--- src/rtl/max_scan_pkg.sv ---
// Shared types and default sizing for the max_scan block.
package max_scan_pkg;

  localparam int unsigned WIDTH_DEF = 16;
  localparam int unsigned CNT_W_DEF = 8;

  typedef enum logic [1:0] {
    IDLE  = 2'd0,
    ACCUM = 2'd1,
    DONE  = 2'd2
  } state_e;

endpackage

--- src/rtl/max_scan_if.sv ---
// Request/operand/result bundle for max_scan; out_idx exists only with MAX_SCAN_INDEX_EN.
interface max_scan_if #(
  parameter int unsigned WIDTH = max_scan_pkg::WIDTH_DEF,
  parameter int unsigned CNT_W = max_scan_pkg::CNT_W_DEF
);

  logic             start;
  logic [CNT_W-1:0] len;
  logic             in_valid;
  logic             in_ready;
  logic [WIDTH-1:0] in_data;
  logic             out_valid;
  logic             out_ready;
  logic [WIDTH-1:0] out_max;
  logic             busy;
`ifdef MAX_SCAN_INDEX_EN
  logic [CNT_W-1:0] out_idx;
`endif

  modport master (
    output start, len, in_valid, in_data, out_ready,
`ifdef MAX_SCAN_INDEX_EN
    input  out_idx,
`endif
    input  in_ready, out_valid, out_max, busy
  );

  modport slave (
    input  start, len, in_valid, in_data, out_ready,
`ifdef MAX_SCAN_INDEX_EN
    output out_idx,
`endif
    output in_ready, out_valid, out_max, busy
  );

endinterface

--- src/rtl/max_cmp.sv ---
// Combinational unsigned max: y = (a > b) ? a : b, so ties return b.
module max_cmp #(
  parameter int unsigned WIDTH = max_scan_pkg::WIDTH_DEF
) (
  input  logic [WIDTH-1:0] a,
  input  logic [WIDTH-1:0] b,
  output logic [WIDTH-1:0] y
);

  assign y = (a > b) ? a : b;

endmodule

--- src/rtl/max_scan.sv ---
// Streaming maximum over a length-prefixed burst of unsigned operands.
// Define MAX_SCAN_INDEX_EN to also report the position of the first maximum on out_idx.
module max_scan
  import max_scan_pkg::*;
#(
  parameter int unsigned WIDTH = WIDTH_DEF,
  parameter int unsigned CNT_W = CNT_W_DEF
) (
  input  logic        clk,
  input  logic        rst,
  max_scan_if.slave   bus
);

  state_e           state_q, state_d;
  logic [CNT_W-1:0] cnt_q, cnt_d;
  logic [WIDTH-1:0] acc_q, acc_d;
  logic             first_q, first_d;
  logic             in_ready_q, in_ready_d;
  logic             out_valid_q, out_valid_d;
  logic             busy_q, busy_d;
`ifdef MAX_SCAN_INDEX_EN
  logic [CNT_W-1:0] pos_q, pos_d;
  logic [CNT_W-1:0] idx_q, idx_d;
`endif

  logic [WIDTH-1:0] cmp_y;
  logic             accept;
  logic             take;

  // in_data sits on 'a' so that an equal operand loses and the earlier value is kept.
  max_cmp #(.WIDTH(WIDTH)) u_max_cmp (
    .a (bus.in_data),
    .b (acc_q),
    .y (cmp_y)
  );

  assign accept = in_ready_q && bus.in_valid;
  // cmp_y differs from acc_q exactly when in_data is strictly larger.
  assign take   = first_q || (cmp_y != acc_q);

  always_comb begin
    state_d     = state_q;
    cnt_d       = cnt_q;
    acc_d       = acc_q;
    first_d     = first_q;
`ifdef MAX_SCAN_INDEX_EN
    pos_d       = pos_q;
    idx_d       = idx_q;
`endif

    unique case (state_q)
      IDLE: begin
        if (bus.start) begin
          acc_d   = '0;
          first_d = 1'b1;
          cnt_d   = bus.len;
`ifdef MAX_SCAN_INDEX_EN
          pos_d   = '0;
          idx_d   = '0;
`endif
          state_d = (bus.len == '0) ? DONE : ACCUM;
        end
      end
      ACCUM: begin
        if (accept) begin
          first_d = 1'b0;
          if (take) begin
            acc_d = first_q ? bus.in_data : cmp_y;
`ifdef MAX_SCAN_INDEX_EN
            idx_d = pos_q;
`endif
          end
`ifdef MAX_SCAN_INDEX_EN
          pos_d = pos_q + CNT_W'(1);
`endif
          cnt_d = cnt_q - CNT_W'(1);
          if (cnt_q == CNT_W'(1)) begin
            state_d = DONE;
          end
        end
      end
      DONE: begin
        if (out_valid_q && bus.out_ready) begin
          state_d = IDLE;
        end
      end
      default: begin
        state_d = IDLE;
      end
    endcase

    // Handshake flags follow the next state so they are registered alongside it.
    in_ready_d  = (state_d == ACCUM);
    out_valid_d = (state_d == DONE);
    busy_d      = (state_d != IDLE);
  end

  always_ff @(posedge clk) begin
    if (rst) begin
      state_q     <= IDLE;
      cnt_q       <= '0;
      acc_q       <= '0;
      first_q     <= 1'b0;
      in_ready_q  <= 1'b0;
      out_valid_q <= 1'b0;
      busy_q      <= 1'b0;
`ifdef MAX_SCAN_INDEX_EN
      pos_q       <= '0;
      idx_q       <= '0;
`endif
    end else begin
      state_q     <= state_d;
      cnt_q       <= cnt_d;
      acc_q       <= acc_d;
      first_q     <= first_d;
      in_ready_q  <= in_ready_d;
      out_valid_q <= out_valid_d;
      busy_q      <= busy_d;
`ifdef MAX_SCAN_INDEX_EN
      pos_q       <= pos_d;
      idx_q       <= idx_d;
`endif
    end
  end

  assign bus.in_ready  = in_ready_q;
  assign bus.out_valid = out_valid_q;
  assign bus.out_max   = acc_q;
  assign bus.busy      = busy_q;
`ifdef MAX_SCAN_INDEX_EN
  assign bus.out_idx   = idx_q;
`endif

endmodule

--- src/flat_wrapper.sv ---
// flat-port wrapper written by rule: the top's interface ports become plain ports
module max_scan_flat import max_scan_pkg::*;
#(
  parameter int unsigned WIDTH = WIDTH_DEF,
  parameter int unsigned CNT_W = CNT_W_DEF
)
  (clk, rst, bus_start, bus_len, bus_in_valid, bus_in_data, bus_out_ready, bus_in_ready, bus_out_valid, bus_out_max, bus_busy);
  max_scan_if #(.WIDTH(WIDTH), .CNT_W(CNT_W)) bus_i ();
  input  logic clk;
  input  logic rst;
  input wire logic [$bits(bus_i.start)-1:0] bus_start;
  input wire logic [$bits(bus_i.len)-1:0] bus_len;
  input wire logic [$bits(bus_i.in_valid)-1:0] bus_in_valid;
  input wire logic [$bits(bus_i.in_data)-1:0] bus_in_data;
  input wire logic [$bits(bus_i.out_ready)-1:0] bus_out_ready;
  output wire logic [$bits(bus_i.in_ready)-1:0] bus_in_ready;
  output wire logic [$bits(bus_i.out_valid)-1:0] bus_out_valid;
  output wire logic [$bits(bus_i.out_max)-1:0] bus_out_max;
  output wire logic [$bits(bus_i.busy)-1:0] bus_busy;
  assign bus_i.start = bus_start;
  assign bus_i.len = bus_len;
  assign bus_i.in_valid = bus_in_valid;
  assign bus_i.in_data = bus_in_data;
  assign bus_i.out_ready = bus_out_ready;
  assign bus_in_ready = bus_i.in_ready;
  assign bus_out_valid = bus_i.out_valid;
  assign bus_out_max = bus_i.out_max;
  assign bus_busy = bus_i.busy;
  max_scan #(.WIDTH(WIDTH), .CNT_W(CNT_W)) u_core (.clk(clk), .rst(rst), .bus(bus_i));
endmodule
--- config.mk ---
export PLATFORM = sky130hd
export DESIGN_NAME = max_scan_flat
export DESIGN_NICKNAME = d
export VERILOG_FILES = /design/src/rtl/max_scan_pkg.sv /design/src/rtl/max_scan_if.sv /design/src/rtl/max_cmp.sv /design/src/rtl/max_scan.sv /design/src/flat_wrapper.sv
export SDC_FILE = /design/constraint.sdc
export NUM_CORES = 1
export LEC_CHECK = 0
export ABC_AREA = 1
export CORE_MARGIN = 8
export CORE_UTILIZATION = 54
export DETAILED_ROUTE_END_ITERATION = 8
export GPL_ROUTABILITY_DRIVEN = 0
export HOLD_SLACK_MARGIN = 0.03
export PLACE_DENSITY_LB_ADDON = 0.15
export SLEW_MARGIN = 15
export SYNTH_ARGS = -nofsm -noshare
export SYNTH_HDL_FRONTEND = slang
export SYNTH_SLANG_ARGS = --single-unit
--- constraint.sdc ---
create_clock -name clk -period 2.99 [get_ports clk]
set_clock_uncertainty 0.1 [all_clocks]
set_input_delay 0.7475 -clock clk [delete_from_list [all_inputs] [get_ports clk]]
set_output_delay 0.7475 -clock clk [all_outputs]
set_load 0.01 [all_outputs]
==> flow_summary_export.csv <==
group,metric,value,unit
worst_setup_path,critPathRequiredTime,3.13,ns
sta,hold_viol_final,0,
synth,ys_types,33,
sta,hold_slack,0.399,ns
clock_tree,clk_pin_slew_worst_paths,0.08,ns
sta,timing.final.max_slew_violations,0,
synth,yosysTopAreaCellShare,22.4,%
worst_setup_path,cp-endpoint,"u_core.bus.out_max[15]$_SDFFE_PP0P_",
floorplanning,dieArea,7470,µm²
clock_tree,numCtsBuffers,5,
synth,synth-edff-count,0,
worst_setup_path,r2r_cells,17,
global_routing,grt_start_max_net_pins,34,
floorplanning,core_area,4750,µm²
worst_setup_path,rrSetupSlack,0.06,ns
worst_setup_path,worstReg2RegEnd,"u_core.bus.out_max[15]$_SDFFE_PP0P_",
floorplanning,io_pins,48,
clock_tree,clock-root-buffer,"clkbuf_8",
run_status,status,"finished, final reports clean",
synth,syn_area,2680,µm²
synth,yosysWarningCount,0,
worst_setup_path,startpoint,"bus_in_data[15]",
floorplanning,initial_core_util,56.4,%
final_layout,drive_gt1_share,20.9,%
routing,drt-initial-drc-count,527,
clock_tree,clockBufferDepth,2,
final_layout,multi_input_area,1900,µm²
global_routing,gr-total-overflow,0,
pwr,power.density,434,nW/µm²
worst_setup_path,cp-start-kind,"primary input",
placement,dp_hpwl,5.99,mm
final_layout,stdcell_count,588,
synth,synthTopCellsByCount,"104 x nand2_1, 64 x inv_1, 43 x nand4_1, 42 x nor2_1, 36 x o21ai_0",
synth,synth_most_common_cell,"nand2_1",
routing,via_per_inst,5.88,
clock_tree,cts_tree,"built",
floorplanning,die_w,86.5,µm
placement,dp.cells,567,
clock_tree,cts_sinks,30,
worst_setup_path,critical_path_class,"primary input to register",
pwr,leakage,1.86,nW
sta,rsz0062_at_grt,"yes",
worst_setup_path,arrival,3.10,ns
final_layout,regArea,604,µm²
floorplanning,rows,25,
final_layout,fillers,325,
run,maxCapViolCount,0,
sta,post-route-min-period,2.96,ns
routing,first_pass_iters,5,
sta,final-setup-viol-count,0,
placement,port_buffers,47,
sta,slew_headroom,58.2,%
sta,min_period_over_period,99.1,%
synth,synth_top_area_cell,"dfxtp_1",
synth,async_reset_ff_share,0,%
final_layout,syn2layout_area_growth,44.4,%
global_routing,grt_usage,24.7,%
min_path,worstHoldPathType,"register to register",
floorplanning,fp.dieH,86.5,µm
synth,yosys-top-cells-area,"dfxtp_1 22%, nand2_1 15%, nand4_1 10%",
sta,worstMarginPinSlew,0.627,ns
synth,synth.net_count,488,
clock_tree,htreeDepth,2,
final_layout,n_antenna_cell,0,
global_routing,grt_pass1_vias,3249,
clock_tree,ctsHoldBuffers,0,
routing,vias,3458,
routing,routed_wl,9.67,mm
routing,avgRoutedWirePerCell,16.4,µm
routing,drc,0,
worst_setup_path,endpoint_kind,"register",
pwr,ir_drop,0.000311,V
synth,netlist_instances,441,
synth,ys_seq_area_share,22.4,%
worst_setup_path,reg2reg_from,"u_core.bus.out_max[9]$_SDFFE_PP0P_",
synth,ys_ff_latch,30,
clock_tree,clk_latency,0.30,ns
worst_setup_path,path_max_fanout,7,
synth,synthFlopType,"dfxtp_1",
synth,syn_area_per_cell,6.08,µm²
final_layout,final_nets,567,
global_routing,grt_pass1_wl,15.1,mm
routing,postRouteAntennaNets,0,
sta,tns,0,ns
global_routing,antenna_found_initial,0,
sta,max_freq,337,MHz
## cell type report
class                   instances  area share [%]
multi-input cells             315            49.2
repair buffers                 93            22.9
flip-flops and latches         30            15.6
inverters                      75            7.27
well taps                      67            2.17
clock buffers                   5            1.78
clock inverters                 3            1.16
## worst max-delay path, cell delays in order
cell,delay [ns]
buf_8,0.10
ha_4,0.28
nand2_4,0.06
nor2_4,0.11
and2b_2,0.20
nand4_4,0.15
buf_6,0.17
buf_6,0.13
nand4_1,0.08
nand2_1,0.06
nor2_1,0.12
nand3_1,0.13
nor2_2,0.16
nand3_4,0.16
buf_6,0.17
nand4_1,0.08
nand2_1,0.10
nor2_1,0.10
## sequential cells by signal (all words and copies together), names as in the netlist
register and count:
u_core.state_q 2, u_core.cnt_q 8, u_core.bus.busy 1, u_core.first_q 1
u_core.bus.in_ready 1, u_core.bus.out_valid 1, u_core.bus.out_max 16
## how the worst min path moves through the flow
stage                                             from                           end  slack [ns]  cells past startpoint
final                     u_core.cnt_q[5]$_SDFFE_PP0P_  u_core.cnt_q[5]$_SDFFE_PP0P_        0.40                      2
after global routing      u_core.cnt_q[5]$_SDFFE_PP0P_  u_core.cnt_q[5]$_SDFFE_PP0P_        0.45                      2
after CTS                 u_core.cnt_q[5]$_SDFFE_PP0P_  u_core.cnt_q[5]$_SDFFE_PP0P_        0.40                      2
after detailed placement  u_core.cnt_q[5]$_SDFFE_PP0P_  u_core.cnt_q[5]$_SDFFE_PP0P_        0.38                      2
after global placement    u_core.cnt_q[5]$_SDFFE_PP0P_  u_core.cnt_q[5]$_SDFFE_PP0P_        0.37                      2
after floorplan           u_core.cnt_q[5]$_SDFFE_PP0P_  u_core.cnt_q[5]$_SDFFE_PP0P_        0.36                      2
## what timing repair did
| item | CTS | global route |
|---|---|---|
| pin swaps | 35 | 28 |
| gates cloned | 5 | 1 |
| gates resized for setup | 75 | 34 |
| buffers inserted | 6 | 2 |
| hold endpoints to repair | 0 | 0 |
| endpoints found under the setup margin | 16 | 16 |
## metal layers
metal / global-route usage [%] / up-vias / share of wire, %
li1: - / 1614 / -
met1: 28.8 / 1586 / 39
met2: 42.4 / 218 / 50
met3: 5.86 / 40 / 8.7
met4: 9.23 / 0 / 2.3
met5: 0 / - / 0
## logic make-up (layout without fill, tap and decap cells)
logic type	count (synthesis)	in the layout	share of synthesized area, %
adders and majority gates	18	18	8.40
AOI/OAI and AO/OA	77	77	15.1
buffers and inverters	97	176	15.1
DFF	30	30	22.4
xor gates and xnor gates	4	4	1.31
and+or+nand+nor	215	216	37.6
## layout by cell type, fill, tap and decap left out, drive strengths merged, types with 2 or more instances in the layout
cell type | Yosys | final
inv | 65 | 65
clkbuf | 12 | 11
clkinv | 10 | 10
nor4 | 2 | 2
o21ai | 36 | 36
buf | 10 | 55
ha | 18 | 18
a211oi | 2 | 2
o211ai | 2 | 2
clkinvlp | 0 | 2
nand3 | 13 | 14
nand4 | 44 | 44
xor2 | 3 | 3
nand2 | 106 | 106
o31ai | 2 | 2
dfxtp | 30 | 30
a21oi | 32 | 32
clkdlybuf4s50 | 0 | 31
nor2 | 45 | 45
nor3 | 3 | 3
## metrics by stage
step                utilization [%]  power [mW]  worst slack, ns  cell area (µm²)
CTS                            80.0        1.60         0.000962             3800
global route                   81.4        1.77          -0.0837             3870
global placement               71.3        1.11           -0.502             3390
finish                         81.4        1.68           0.0261             3870
floorplan                         -       0.885            0.176             2680
detailed placement             71.3        1.13           -0.612             3390
## power by group
| part | leakage (nW) | internal, mW | switching [mW] |
|---|---|---|---|
| clock | 0.0504 | 0.248 | 0.188 |
| combinational | 1.56 | 0.324 | 0.442 |
| sequential | 0.249 | 0.440 | 0.0390 |
| total | 1.86 | 1.01 | 0.670 |
(Power assumes the default switching activity.)
